==> config.mk <==
export PLATFORM = sky130hd
export DESIGN_NAME = motor_ramp_ctrl
export DESIGN_NICKNAME = d
export VERILOG_FILES = /design/src/rtl/motor_ramp_ctrl.sv
export SDC_FILE = /design/constraint.sdc
export NUM_CORES = 1
export LEC_CHECK = 0
export ABC_AREA = 1
export CAP_MARGIN = 20
export CORE_ASPECT_RATIO = 0.75
export CORE_MARGIN = 3
export CORE_UTILIZATION = 50
export CTS_BUF_LIST = sky130_fd_sc_hd__clkbuf_8 sky130_fd_sc_hd__clkbuf_16
export CTS_CLUSTER_SIZE = 10
export DETAILED_ROUTE_END_ITERATION = 10
export PLACE_DENSITY_LB_ADDON = 0.1
export SYNTH_ARGS = -nofsm -noshare
export SYNTH_HDL_FRONTEND = slang
export SYNTH_SLANG_ARGS = --single-unit
==> constraint.sdc <==
create_clock -name CLK -period 7.1 [get_ports CLK]
set_input_delay 1.065 -clock CLK [delete_from_list [all_inputs] [get_ports CLK]]
set_output_delay 1.065 -clock CLK [all_outputs]
set_load 0.02 [all_outputs]
==> src/rtl/motor_ramp_ctrl.sv <==
// motor_ramp_ctrl: slews H-bridge duty toward commanded targets with safe, dead-timed reversals and emergency stop
// Ports:
//   CLK, RST_N            clock, synchronous active-low reset
//   CMD_VALID/CMD_READY   command handshake carrying CMD_DIR (0 fwd, 1 rev) and CMD_DUTY
//   ESTOP                 level-sensitive emergency stop
//   Mode, Duty            registered drive pair (01 fwd, 11 rev, 10 brake)
//   AT_TARGET             running and Duty equals the latched target
module motor_ramp_ctrl #(
  parameter int RAMP_DIV    = 4,
  parameter int STEP        = 16,
  parameter int DEAD_CYCLES = 8
) (
  input  logic       CLK,
  input  logic       RST_N,
  input  logic       CMD_VALID,
  output logic       CMD_READY,
  input  logic       CMD_DIR,
  input  logic [7:0] CMD_DUTY,
  input  logic       ESTOP,
  output logic [1:0] Mode,
  output logic [7:0] Duty,
  output logic       AT_TARGET
);
  localparam int PW = RAMP_DIV > 1 ? $clog2(RAMP_DIV) : 1;
  localparam int DW = DEAD_CYCLES > 1 ? $clog2(DEAD_CYCLES) : 1;
  typedef enum logic [1:0] {RUN, RAMP_DOWN, DEAD, STOP} state_t;
  state_t state_q;
  logic [PW-1:0] pre_q;
  logic [DW-1:0] dead_q;
  logic [1:0] mode_q;
  logic [7:0] duty_q, tgt_q, pend_duty_q, ramp_tgt, duty_d;
  logic pend_dir_q, tick, acc;
  logic [8:0] up, dn;
  assign tick = pre_q == PW'(RAMP_DIV - 1);
  assign CMD_READY = (state_q == RUN || state_q == RAMP_DOWN) && !ESTOP;
  assign acc = CMD_VALID && CMD_READY;
  assign Mode = mode_q;
  assign Duty = duty_q;
  assign AT_TARGET = state_q == RUN && duty_q == tgt_q;
  // A reversal in progress always ramps toward zero; the pending duty only applies after the brake.
  assign ramp_tgt = state_q == RAMP_DOWN ? 8'd0 : tgt_q;
  // 9-bit sums so saturation at the target is detected before any wrap or underflow.
  assign up = {1'b0, duty_q} + 9'(STEP);
  assign dn = {1'b0, duty_q} - 9'(STEP);
  assign duty_d = !tick ? duty_q :
                  duty_q < ramp_tgt ? (up > {1'b0, ramp_tgt} ? ramp_tgt : up[7:0]) :
                  duty_q > ramp_tgt ? ((dn[8] || dn[7:0] < ramp_tgt) ? ramp_tgt : dn[7:0]) :
                  duty_q;
  always_ff @(posedge CLK) begin
    if (!RST_N) begin
      state_q     <= RUN;
      mode_q      <= 2'b01;
      duty_q      <= 8'd0;
      tgt_q       <= 8'd0;
      pend_dir_q  <= 1'b0;
      pend_duty_q <= 8'd0;
      pre_q       <= '0;
      dead_q      <= '0;
    end else if (ESTOP) begin
      state_q     <= STOP;
      mode_q      <= 2'b10;
      duty_q      <= 8'd0;
      pre_q       <= '0;
      pend_dir_q  <= 1'b0;
      pend_duty_q <= 8'd0;
    end else begin
      pre_q <= tick ? '0 : pre_q + PW'(1);
      case (state_q)
        RUN: begin
          duty_q <= duty_d;
          if (acc && (CMD_DIR == mode_q[1] || duty_q == 8'd0)) begin
            tgt_q  <= CMD_DUTY;
            mode_q <= {CMD_DIR, 1'b1};
          end else if (acc) begin
            pend_dir_q  <= CMD_DIR;
            pend_duty_q <= CMD_DUTY;
            state_q     <= RAMP_DOWN;
          end
        end
        RAMP_DOWN: begin
          duty_q <= duty_d;
          if (acc && CMD_DIR == mode_q[1]) begin
            tgt_q   <= CMD_DUTY;
            state_q <= RUN;
          end else begin
            if (acc) pend_duty_q <= CMD_DUTY;
            if (duty_d == 8'd0) begin
              state_q <= DEAD;
              mode_q  <= 2'b10;
              dead_q  <= DW'(DEAD_CYCLES - 1);
            end
          end
        end
        DEAD: begin
          duty_q <= 8'd0;
          if (dead_q == '0) begin
            state_q <= RUN;
            mode_q  <= {pend_dir_q, 1'b1};
            tgt_q   <= pend_duty_q;
          end else begin
            dead_q <= dead_q - DW'(1);
          end
        end
        STOP: begin
          state_q <= RUN;
          mode_q  <= 2'b01;
          tgt_q   <= 8'd0;
          duty_q  <= 8'd0;
        end
      endcase
    end
  end
endmodule

# Yosys cells after proc, flatten, opt, wreduce, memory -nomap -nowiden
# Index checks and enable logic that the tools add are counted.
[totals]
register_bits = 34
in_bits = 13
output_inout_bits = 12
wordCells = 95
[op_classes]
addsub = 4
n_lt_le_gt_ge = 4
eq_ne = 20
n_mux = 31
bitwise = 3
reduce_logical = 25
[ops]
columns = ["cell", "n"]
rows = [
  ["two-way mux 8 bit", 12],
  ["case mux 8 bit (2 select lines)", 2],
  ["case mux 8 bit (4 select lines)", 1],
  ["two-way mux 2 bit", 10],
  ["zero test 8 bit", 2],
  ["< comparator 8 bit", 2],
  ["case mux 2 bit (4 select lines)", 2],
  ["!= test 3 bit, second input constant", 4],
  ["AND reduction 4 bit", 3],
  ["adder 8 x 5 -> 9 bit, second input constant", 1],
  ["greater-than comparator 9 x 8 -> 1 bit", 1],
  ["two-way mux 3 bit", 3],
  ["subtractor 8 x 5 -> 9 bit, second input constant", 1],
  ["== test 8 bit", 1],
  ["greater-than comparator 8 bit", 1],
  ["!= test 2 bit, second input constant", 4],
  ["== test 2 bit, second input constant", 3],
  ["!= test 2 x 1 -> 1 bit, second input constant", 3],
  ["!= test 3 x 2 -> 1 bit, second input constant", 2],
  ["case mux 3 bit (2 select lines)", 1],
  ["AND reduction 3 bit", 2],
  ["OR reduction 2 bit", 3],
  ["logical AND 1 bit", 5],
  ["AND reduction 5 bit", 1],
  ["other kinds (12)", 17],
]

# Logic depth before layout (Yosys ltp)
[depth]
ltp_word = 13
mapped_depth = 27
depth_no_buf = 26

# Worst setup path after synthesis
# No wires, ideal clock.
[synth_timing]
path_type = "register to register"
from = "register state_q[1]"
to = "register dead_q[0]"
setup_ps = 116
t_arrival_ps = 2818
required_time_ps = 6984
setup_slack_ps = 4166
stages_incl_launch_ff = 26
n_path_buf = 2
period_less_slack_ps = 2934
path_cell_list = "dfxtp_1 -> inv_1 -> ha_1 -> clkbuf_1 -> nor2_1 -> inv_1 -> ha_1 -> nand2_1 -> inv_1 -> nand2_2 -> inv_2 -> nand2_4 -> nand2_2 -> nor2_4 -> buf_6 -> nor2_2 -> a21oi_1 -> nand3_1 -> nand2_2 -> nand2_2 -> nor2_4 -> nand2_4 -> nand2_1 -> nand2_1 -> o21ai_0 -> nor2_1"
[synth_via]
elab_chain_cells = 11
word_cells_on_any_way = 25
classes_between = "order compare: 4; eq/ne: 5; mux: 7; reduce/logical: 9"
[synth_rtl]
columns = ["element", "line_no", "text"]
rows = [
  ["start: declaration", "27", "state_t state_q;"],
  ["start signal: assignment", "51", "state_q <= RUN;"],
  ["start signal: assignment", "60", "state_q <= STOP;"],
  ["start signal: assignment", "77", "state_q <= RAMP_DOWN;"],
  ["== test 2 x 1 -> 1 bit", "35, 41, 68", ""],
  ["two-way mux 8 bit", "41", "assign ramp_tgt = state_q == RAMP_DOWN ? 8'd0 : tgt_q;"],
  ["< comparator 8 bit", "47", "duty_q > ramp_tgt ? ((dn[8] || dn[7:0] < ramp_tgt) ? ramp_tgt : dn[7:0]) :"],
  ["logical OR 1 bit", "47", ""],
  ["two-way mux 8 bit (2 in series)", "47", ""],
  ["two-way mux 8 bit", "46", "duty_q < ramp_tgt ? (up > {1'b0, ramp_tgt} ? ramp_tgt : up[7:0]) :"],
  ["two-way mux 8 bit", "45", "assign duty_d = !tick ? duty_q :"],
  ["zero test 8 bit", "87", "if (duty_d == 8'd0) begin"],
  ["!= test 2 x 1 -> 1 bit (no source line)", "n/a", ""],
  ["AND reduction 5 bit (no source line)", "n/a", ""],
  ["end signal: assignment", "90", "dead_q <= DW'(DEAD_CYCLES - 1);"],
  ["end signal: assignment", "101", "dead_q <= dead_q - DW'(1);"],
  ["end: declaration", "29", "logic [DW-1:0] dead_q;"],
]
# Several ways; a longest one is shown, not always the timed one.
# A chain may end at the register's enable or synchronous reset.

# Worst setup path in the final report
# Same ends and word-level chain as after synthesis.

==> load_flow_metrics.sql <==
INSERT INTO impl_metrics (metric_group, metric, value, unit) VALUES
('logic_synthesis', 'ys.warnings.count', '0', ''),
('clocking', 'maximum_count_of_clock_buffers_along_a_single_path', '2', ''),
('logic_synthesis', 'synthesized_instance_count', '423', ''),
('layout', 'finish.utilization', '0.6256', ''),
('layout', 'area_grow_syn2layout', '15.47', '%'),
('sta', 'post-route-min-period', '3.564', 'ns'),
('die', 'initial_utilization', '0.5418', ''),
('setup_path', 'timing_worst_setup_path_type', 'reg2reg', ''),
('drt', 'via_count', '2805', ''),
('sta', 'max_slew_headroom', '0.5735', ''),
('clocking', 'tritoncts_num_sinks', '34', ''),
('grt', 'via_count_of_the_first_global_routing_pass', '2494', ''),
('die', 'coreArea', '0.005092', 'sq mm'),
('die', 'die_outline_area', '0.006455', 'sq mm'),
('min_path', 'whs_path_cells', '1', ''),
('logic_synthesis', 'synth_top_family_by_area', 'simple AND/OR/NAND/NOR gates', ''),
('placement', 'place.gp.congestion', '0.9896', ''),
('outcome', 'status', 'complete, no violations', ''),
('die', 'die_height', '70.33', 'um'),
('setup_path', 'logic_depth_of_the_worst_register_to_register_path', '24', ''),
('die', 'row_count', '22', ''),
('logic_synthesis', 'synth_largest_area_cell', 'sky130_fd_sc_hd__dfxtp_1', ''),
('power_and_ir_drop', 'intPower', '478.7', 'uW'),
('layout', 'layout-drive-gt1-share', '0.09172', ''),
('logic_synthesis', 'synth_edf_count', '0', ''),
('logic_synthesis', 'postSynth.asyncResetShare', '0', ''),
('setup_path', 'largest_fanout_on_the_critical_path', '11', ''),
('logic_synthesis', 'synth_compound_area_frac', '0.1429', ''),
('power_and_ir_drop', 'p_switching', '351.1', 'uW'),
('sta', 'fin_ws', '3.536', 'ns'),
('die', 'fp.dieW', '91.78', 'um'),
('logic_synthesis', 'synth-seq-cells', '34', ''),
('clocking', 'cts.hold.buffers_added', '0', ''),
('power_and_ir_drop', 'irDropWorstVdd', '0.1297', 'mV'),
('drt', 'detailedRoute.firstPassIterationCount', '6', ''),
('layout', 'instances_no_fill', '519', ''),
('drt', 'drt.antenna.violating_nets', '0', ''),
('clocking', 'cts-root-buf', 'sky130_fd_sc_hd__clkbuf_8', ''),
('logic_synthesis', 'muxShareOfSynthArea', '0', ''),
('logic_synthesis', 'yosys.area_share.simple', '0.3764', ''),
('power_and_ir_drop', 'power.share.switching', '0.4231', ''),
('power_and_ir_drop', 'combPwrFrac', '0.462', ''),
('min_path', 'hp-class', 'reg2reg', ''),
('clocking', 'clk_pin_slew_worst_paths', '0.07', 'ns'),
('placement', 'numPortBuffers', '24', ''),
('clocking', 'cts_resized', '0', ''),
('grt', 'globalRoute.totalOverflow', '0', ''),
('sta', 'hold_violations', '0', ''),
('logic_synthesis', 'synth.top_cells.by_area', 'sky130_fd_sc_hd__dfxtp_1 (25%), sky130_fd_sc_hd__nand2_1 (13%), sky130_fd_sc_hd__ha_1 (11%)', ''),
('logic_synthesis', 'synth.lib_cells_used.distinct', '37', ''),
('drt', 'first_iter_violations', '295', ''),
('layout', 'nNetsFinal', '483', ''),
('logic_synthesis', 'synthFlopType', 'sky130_fd_sc_hd__dfxtp_1', ''),
('layout', 'diodes', '0', ''),
('setup_path', 'timing.critical_path.from_type', 'flip-flop', ''),
('clocking', 'htree_levels', '2', ''),
('layout', 'layout_common_cells', 'sky130_fd_sc_hd__nand2_1 (94), sky130_fd_sc_hd__nor2_1 (58), sky130_fd_sc_hd__inv_1 (57), sky130_fd_sc_hd__dfxtp_1 (34), sky130_fd_sc_hd__nand3_1 (33)', ''),
('sta', 'skew_final', '0.005082', 'ns'),
('power_and_ir_drop', 'total_power_density_per_cell_area', '260.5', 'mW/mm^2'),
('power_and_ir_drop', 'power.leakage', '1.533', 'nW'),
('sta', 'timing_worst_slew_pin_value', '0.6374', 'ns'),
('placement', 'dp_cells', '511', ''),
('sta', 'max_freq', '280.6', 'MHz'),
('sta', 'layout_worst_path_cycle_share', '0.5020', ''),
('logic_synthesis', 'yosys.area.top_type_share', '0.2467', ''),
('setup_path', 'required_time_worst_endpoint', '7.28', 'ns'),
('sta', 'timing.setup.tns', '0', 'ns'),
('placement', 'dp_slack', '3.550', 'ns'),
('clocking', 'post_cts_buffers', '0', ''),
('die', 'ios', '25', ''),
('sta', 'grt_setup_unrepaired', 'no', '');
-- power by group through the flow --
stage               Clock (mW)  Combinational (mW)  Sequential, mW
finish                   0.217               0.384           0.229
CTS                      0.220               0.376           0.228
floorplan                    0               0.295           0.232
global placement             0               0.370           0.232
global route             0.230               0.431           0.231
detailed placement           0               0.374           0.233
-- kinds of logic after synthesis --
family | count (synthesis)
adder cells (fa/ha/maj) | 24
flip-flops | 34
XOR/XNOR | 8
AND/OR/NAND/NOR | 222
buffers and inverters | 70
AO/OA/AOI/OAI | 65
-- worst paths after layout --
kind | endpoint | start | slack [ns]
worst max-delay path | dead_q[0] | state_q[1] | 3.54
worst min-delay path | pre_q[0] | pre_q[0] | 0.43
worst max register to register | dead_q[0] | state_q[1] | 3.54
worst min register to register | pre_q[0] | pre_q[0] | 0.43
-- metal layers --
metal | GRT usage | share of wire
met1 | 0.3727 | 0.53
met2 | 0.3053 | 0.38
met3 | 0.05059 | 0.085
met4 | 0.04613 | 0.0075
met5 | 0 | 0
-- synth_stat cells, drive strengths merged, types with 6 or more instances --
library cell	count
dfxtp	34
xor2	7
nor2	65
a221oi	6
ha	24
a21oi	22
nand2	110
o21ai	22
inv	60
nand4	6
nand3	36
-- critical path, stage by stage (launching register included) --
cell	delay [ns]
sky130_fd_sc_hd__dfxtp_1	0.40
sky130_fd_sc_hd__inv_1	0.10
sky130_fd_sc_hd__ha_1	0.34
sky130_fd_sc_hd__inv_2	0.22
sky130_fd_sc_hd__nand2_1	0.20
sky130_fd_sc_hd__ha_1	0.42
sky130_fd_sc_hd__nand2_1	0.10
sky130_fd_sc_hd__nor2_1	0.11
sky130_fd_sc_hd__nand2_1	0.05
sky130_fd_sc_hd__nand2_1	0.05
sky130_fd_sc_hd__nand2_1	0.04
sky130_fd_sc_hd__nand2_1	0.05
sky130_fd_sc_hd__nand2_1	0.08
sky130_fd_sc_hd__nand2_1	0.15
sky130_fd_sc_hd__nand2_1	0.11
sky130_fd_sc_hd__nand2_4	0.12
sky130_fd_sc_hd__nand3_1	0.07
sky130_fd_sc_hd__o21ai_1	0.12
sky130_fd_sc_hd__nand2_1	0.12
sky130_fd_sc_hd__nor2_4	0.12
sky130_fd_sc_hd__nand2_4	0.08
sky130_fd_sc_hd__nand2_1	0.06
sky130_fd_sc_hd__nand2_1	0.08
sky130_fd_sc_hd__o21ai_0	0.17
sky130_fd_sc_hd__nor2_1	0.05
-- sequential cells by signal, summed over array words and instances, names as in the netlist --
| register | cells |
|---|---|
| Duty | 8 |
| pend_dir_q | 1 |
| tgt_q | 8 |
| pre_q | 2 |
| Mode | 2 |
| pend_duty_q | 8 |
| state_q | 2 |
| dead_q | 3 |
-- stage by stage --
| stage | hold slack (ns) | cell area, sq um | power [mW] |
|---|---|---|---|
| after floorplan | 0.4041 | 2759 | 0.5266 |
| after global placement | 0.4176 | 3048 | 0.6021 |
| after detailed placement | 0.4222 | 3048 | 0.6065 |
| after CTS | 0.4331 | 3186 | 0.8248 |
| after global routing | 0.4529 | 3186 | 0.8927 |
| final | 0.4322 | 3186 | 0.8298 |
-- layout make-up --
cell class	count	area [sq um]
Clock buffer	5	68.82
Clock inverter	3	68.82
Fill cell	501	1907
Inverter	62	234.0
Multi-Input combinational cell	319	1803
Sequential cell	34	680.7
Tap cell	72	90.09
Timing Repair Buffer	24	240.2
Power figures use the tool's default switching activity.
